## src/rtl/cordic_pkg.sv

```systemverilog
// Shared widths, angle constants, FSM encoding and saturating arithmetic
// for the rotation-mode CORDIC sequencer.
package cordic_pkg;

    localparam int DATA_W = 16;
    localparam int ACC_W  = 17;
    localparam int CNT_W  = 5;

    localparam logic signed [DATA_W-1:0] PI_Q13      = 16'sd25736;
    localparam logic signed [DATA_W-1:0] HALF_PI_Q13 = 16'sd12868;
    localparam logic signed [DATA_W-1:0] K_INIT_DEF  = 16'sd9949;

    typedef enum logic [1:0] {
        IDLE = 2'd0,
        RUN  = 2'd1,
        DONE = 2'd2
    } state_t;

    // a +/- b in a 17-bit intermediate, clipped back into 16-bit two's complement
    function automatic logic signed [DATA_W-1:0] sat_add(
        input logic signed [DATA_W-1:0] a,
        input logic signed [DATA_W-1:0] b,
        input logic                     sub
    );
        logic signed [ACC_W-1:0] ae;
        logic signed [ACC_W-1:0] be;
        logic signed [ACC_W-1:0] s;
        ae = {a[DATA_W-1], a};
        be = {b[DATA_W-1], b};
        s  = sub ? (ae - be) : (ae + be);
        if (!s[ACC_W-1] && s[ACC_W-2])
            return 16'sh7fff;
        else if (s[ACC_W-1] && !s[ACC_W-2])
            return 16'sh8000;
        else
            return s[DATA_W-1:0];
    endfunction

endpackage

```

## src/rtl/cordic_atan_rom.sv

```systemverilog
// Arctangent table atan(2^-i) in Q2.13, indexed by the iteration counter.
module cordic_atan_rom
    import cordic_pkg::*;
(
    input  logic [3:0]               idx,
    output logic signed [DATA_W-1:0] atan
);

    always_comb begin
        atan = '0;
        case (idx)
            4'd0:  atan = 16'sd6434;
            4'd1:  atan = 16'sd3798;
            4'd2:  atan = 16'sd2007;
            4'd3:  atan = 16'sd1019;
            4'd4:  atan = 16'sd511;
            4'd5:  atan = 16'sd256;
            4'd6:  atan = 16'sd128;
            4'd7:  atan = 16'sd64;
            4'd8:  atan = 16'sd32;
            4'd9:  atan = 16'sd16;
            4'd10: atan = 16'sd8;
            4'd11: atan = 16'sd4;
            4'd12: atan = 16'sd2;
            4'd13: atan = 16'sd1;
            default: atan = 16'sd0;
        endcase
    end

endmodule

```

## src/rtl/cordic_rotation_seq.sv

```systemverilog
// Iterative rotation-mode CORDIC: angle in over valid/ready, cos/sin out over valid/ready.
// Define CORDIC_QUAD_EXT_EN to accept the full +/-pi input range via a half-turn fold.
module cordic_rotation_seq
    import cordic_pkg::*;
#(
    parameter int                       ITER   = 16,
    parameter logic signed [DATA_W-1:0] K_INIT = K_INIT_DEF
) (
    input  logic                     clk,
    input  logic                     rst,
    input  logic                     in_valid,
    output logic                     in_ready,
    input  logic signed [DATA_W-1:0] angle_i,
    output logic                     out_valid,
    input  logic                     out_ready,
    output logic signed [DATA_W-1:0] cos_o,
    output logic signed [DATA_W-1:0] sin_o
);

    localparam logic [CNT_W-1:0] ITER_C = CNT_W'(ITER);

    state_t state, state_nxt;

    logic signed [DATA_W-1:0] x, y, z;
    logic [CNT_W-1:0]         cnt;
    logic                     neg;

    logic load, iter_en, finish;
    logic signed [DATA_W-1:0] atan;
    logic signed [DATA_W-1:0] x_sh, y_sh;
    logic signed [DATA_W-1:0] x_nxt, y_nxt, z_nxt;
    logic signed [DATA_W-1:0] z_load;
    logic                     neg_load;
    logic                     d;

    cordic_atan_rom u_atan_rom (
        .idx  (cnt[3:0]),
        .atan (atan)
    );

    always_ff @(posedge clk) begin
        if (rst)
            state <= IDLE;
        else
            state <= state_nxt;
    end

    always_comb begin
        state_nxt = state;
        in_ready  = 1'b0;
        load      = 1'b0;
        iter_en   = 1'b0;
        finish    = 1'b0;
        case (state)
            IDLE: begin
                in_ready = !rst;
                if (in_valid) begin
                    load      = 1'b1;
                    state_nxt = RUN;
                end
            end
            RUN: begin
                // the extra cycle at cnt==ITER registers the (possibly negated) result
                if (cnt == ITER_C) begin
                    finish    = 1'b1;
                    state_nxt = DONE;
                end else begin
                    iter_en = 1'b1;
                end
            end
            DONE: begin
                if (out_ready)
                    state_nxt = IDLE;
            end
            default: state_nxt = IDLE;
        endcase
    end

`ifdef CORDIC_QUAD_EXT_EN
    always_comb begin
        z_load   = angle_i;
        neg_load = 1'b0;
        if (angle_i > HALF_PI_Q13) begin
            z_load   = sat_add((angle_i > PI_Q13) ? PI_Q13 : angle_i, PI_Q13, 1'b1);
            neg_load = 1'b1;
        end else if (angle_i < -HALF_PI_Q13) begin
            z_load   = sat_add((angle_i < -PI_Q13) ? -PI_Q13 : angle_i, PI_Q13, 1'b0);
            neg_load = 1'b1;
        end
    end
`else
    always_comb begin
        z_load   = angle_i;
        neg_load = 1'b0;
        if (angle_i > HALF_PI_Q13)
            z_load = HALF_PI_Q13;
        else if (angle_i < -HALF_PI_Q13)
            z_load = -HALF_PI_Q13;
    end
`endif

    always_comb begin
        d     = !z[DATA_W-1];
        x_sh  = x >>> cnt[3:0];
        y_sh  = y >>> cnt[3:0];
        x_nxt = sat_add(x, y_sh, d);
        y_nxt = sat_add(y, x_sh, !d);
        z_nxt = sat_add(z, atan, d);
    end

    always_ff @(posedge clk) begin
        if (rst) begin
            x         <= '0;
            y         <= '0;
            z         <= '0;
            cnt       <= '0;
            neg       <= 1'b0;
            out_valid <= 1'b0;
            cos_o     <= '0;
            sin_o     <= '0;
        end else begin
            if (load) begin
                x   <= K_INIT;
                y   <= '0;
                z   <= z_load;
                cnt <= '0;
                neg <= neg_load;
            end else if (iter_en) begin
                x   <= x_nxt;
                y   <= y_nxt;
                z   <= z_nxt;
                cnt <= cnt + 1'b1;
            end

            if (finish) begin
                out_valid <= 1'b1;
                cos_o     <= neg ? sat_add('0, x, 1'b1) : x;
                sin_o     <= neg ? sat_add('0, y, 1'b1) : y;
            end else if (state == DONE && out_ready) begin
                out_valid <= 1'b0;
            end
        end
    end

endmodule

```

## config.mk

```make
export PLATFORM = sky130hd
export DESIGN_NAME = cordic_rotation_seq
export DESIGN_NICKNAME = d
export VERILOG_FILES = /design/src/rtl/cordic_pkg.sv /design/src/rtl/cordic_atan_rom.sv /design/src/rtl/cordic_rotation_seq.sv
export SDC_FILE = /design/constraint.sdc
export NUM_CORES = 1
export LEC_CHECK = 0
export BUFFER_PORTS_ARGS = -buffer_cell sky130_fd_sc_hd__buf_2
export CORE_ASPECT_RATIO = 0.6
export CORE_MARGIN = 2
export CORE_UTILIZATION = 25
export DETAILED_ROUTE_END_ITERATION = 10
export PLACE_DENSITY_LB_ADDON = 0.15
export SYNTH_ARGS = -nofsm -noshare
export SYNTH_HDL_FRONTEND = slang
export SYNTH_SLANG_ARGS = --single-unit
```

## constraint.sdc

```tcl
create_clock -name clk -period 12.2 [get_ports clk]
set_input_delay 0 -clock clk [delete_from_list [all_inputs] [get_ports clk]]
set_output_delay 0 -clock clk [all_outputs]
set_load 0.005 [all_outputs]
```

==> flow_summary.yaml <==
logic_synthesis:
  synth_top_area_cell: "dfxtp_1"
  synth_ff_type: "dfxtp_1"
  syn_inst: 1084
  synthTopCellsByArea: "dfxtp_1 (23%), ha_1 (8.4%), mux4_2 (6.9%), a21oi_1 (6.0%), nand2_1 (4.9%)"
  ys_warn_count: 0
  synth_top_area_share_pct: 23.0
  netlist-cell-type-count: 69
  ys_seq_elements: 101
  synth-async-reset-ratio_pct: 0
  syn_avg_cell_area_sq_um: 8.12
  seq_area_frac_synth_pct: 23.0
  synth_common_cells: "nand2_1 (115), a21oi_1 (106), dfxtp_1 (101), nor2_1 (96), ha_1 (59)"
  synth-edff-count: 0
  syn-cell-area_sq_um: 8800
  synth_most_common_cell: "nand2_1"
  synth.net_count: 1166
grt:
  grt_use_total_pct: 17.0
  grt_pass1_vias: 7547
  grt_max_degree: 59
  antenna_found_initial: 0
  grt_pass1_wl_microns: 47500
  grt_overflow: 0
floorplan:
  ios: 54
  core_sq_um: 34800
  die_x_microns: 246
  num_rows: 53
  die_h_microns: 149
  start_util_pct: 25.3
  die_area_sq_um: 36800
cts:
  cts_sinks: 101
  path_clk_slew_ns: 0.09
  cts_tree: "yes"
  cts_root_buf: "clkbuf_16"
  numCtsBuffers: 9
  htreeDepth: 3
  worstSkewPairLatency_ns: 0.39
  postCtsSetupBuffers: 0
  cts_buffer_depth: 2
power_and_ir_drop:
  p_per_area_nw_per_um2: 272
  p_leak_nw: 3.91
  power.switching_mw: 1.36
  power_mw: 2.69
  p_int_mw: 1.32
  power.share.clock_pct: 11.3
  pwr-share-seq_pct: 18.8
  p_comb_share_pct: 69.9
  ir_drop_mv: 0.120
  swShare_pct: 50.7
critical_path:
  max_stage_delay_ns: 0.94
  cp_max_fo: 32
  worst_setup_path_end_kind: "register"
  cp_data_arrival_time_ns: 6.62
  critPathKind: "register to register"
  critPathRequiredTime_ns: 12.53
  critPathTopFamily: "compound AO/OA/AOI/OAI gates"
  path_buf_inv: 1
  cpMostUsedCell: "a21oi_1"
  rrSetupSlack_ns: 5.90
  cp_cell_sequence: "inv_1 -> mux2_2 -> mux4_2 -> and3_1 -> a21oi_1 -> xor2_1 -> ha_1 -> o21a_1 -> o2111ai_1 -> o21ai_0 -> o221a_2 -> a21o_1 -> a21oi_1 -> xnor2_2 -> a21oi_1 -> a221o_1"
  worstSetupStartpointType: "register"
  slowest_stage: "a21oi_1"
place:
  place_congestion: 0.846
  placed_area_sq_um: 9530
  place_ws_ns: 6.00
  dp_hpwl_microns: 23400
  post-place-cells: 1564
  portBuffers: 53
finish:
  nNetsFinal: 1197
  finalNonFillerCells: 1587
  area_delta_synth_final_pct: 12.4
  fin_util_pct: 28.4
  layout-drive-gt1-share_pct: 12.6
  n_antenna_cell: 0
  postLayoutCellArea_sq_um: 9890
sta:
  finalSetupTns_ns: 0
  clock.fmax_mhz: 159
  finalCritPeriodShare_pct: 51.6
  finalSetupViolCount: 0
  worst_slack_ns: 5.90
  fin_skew_ns: 0.0143
  worst_pin_slew_ns: 1.31
  final.min_clock_period_ns: 6.30
  rsz0062_at_grt: "false"
  finalHoldViolCount: 0
  relSlewSlack_pct: 12.7
  whs_ns: 0.0245
  drv_slew: 0
routing:
  dr.pass1.iters: 6
  vias: 8274
  via_per_inst: 5.21
  dr.first_iter.drc_count: 724
  routed_wl_microns: 30800
  routedWlPerCell_microns: 19.4
  drt_drc_violations_left: 0
  ant_nets: 0
hold_path:
  hold_class: "input port to register"
status:
  status: "completed"
flow_run:
  cap_violations: 0
-- registers in the layout, indices dropped and copies added (netlist names) --
register / flops
y: 16
sin_o: 16
x: 16
z: 16
u_atan_rom.atan: 13
cos_o: 16
cnt: 5
state: 2
out_valid: 1
-- what timing repair did --
action / 4_1_cts / 5_1_grt
endpoints found under the hold margin: 8 / 0
hold buffers: 7 / 0
resized for setup: 0 / 0
-- power groups by stage --
stage	Combinational, mW	Sequential (mW)	Clock [mW]
after global placement	1.86	0.512	0
after floorplan	1.43	0.445	0
after global routing	2.07	0.516	0.331
after CTS	1.85	0.503	0.317
after detailed placement	1.84	0.511	0
final	1.88	0.504	0.305
-- final cells by class --
class	instances	area, sq um
timing repair buffer	73	433
tap	467	584
clock buffer	10	239
multi-input combinational	883	6380
fill	3732	24900
clock inverter	6	48.8
sequential	101	2020
inverter	47	176
-- per-layer routing --
| layer | vias up | track usage [%] | wire [microns] |
|---|---|---|---|
| li1 | 4059 | - | - |
| met2 | 279 | 20.0 | 10600 |
| met5 | - | 0 | 0 |
| met3 | 13 | 4.70 | 2250 |
| met1 | 3923 | 28.9 | 17800 |
| met4 | 0 | 2.64 | 208 |
-- final timing paths --
check | from | cells after the start | endpoint
max | cnt[0]$_SDFFE_PP0P_ | 16 | y[12]$_SDFFE_PP0P_
min | angle_i[9] | 3 | z[9]$_SDFFE_PP0P_
max reg2reg | cnt[0]$_SDFFE_PP0P_ | 16 | y[12]$_SDFFE_PP0P_
min reg2reg | sin_o[5]$_SDFFE_PP0P_ | 2 | sin_o[5]$_SDFFE_PP0P_
-- placed cells by master (no fill, tap or decap), types with 42 or more instances in the layout --
cell     Yosys  routed
nor2_1      96      94
a21oi_1    106     106
o21ai_0     53      53
xor2_1      42      42
ha_1        59      59
dfxtp_1    101      99
nand2_1    115     115
inv_1       45      45
xnor2_1     42      42
buf_2        9      53
-- cells by family (layout without fill, tap and decap cells) --
logic type      Yosys count  after routing  synth area share (%)
fa+ha+maj                68             68                  9.76
flops                   101            101                  23.0
xor+xnor                 85             85                  8.55
simple gates            338            338                  17.9
buf+inv                 100            136                  4.56
mux                      63             63                  11.2
compound gates          329            329                  25.1
-- worst register-to-register path, delay by kind of cell (launching register included) --
family          cells  cell delay, ns
flops               1            0.90
xor+xnor            2            0.47
buf+inv             1            0.54
fa+ha+maj           1            0.35
mux                 2            0.94
simple gates        1            0.25
compound gates      9            2.79
(Power assumes the default switching activity.)
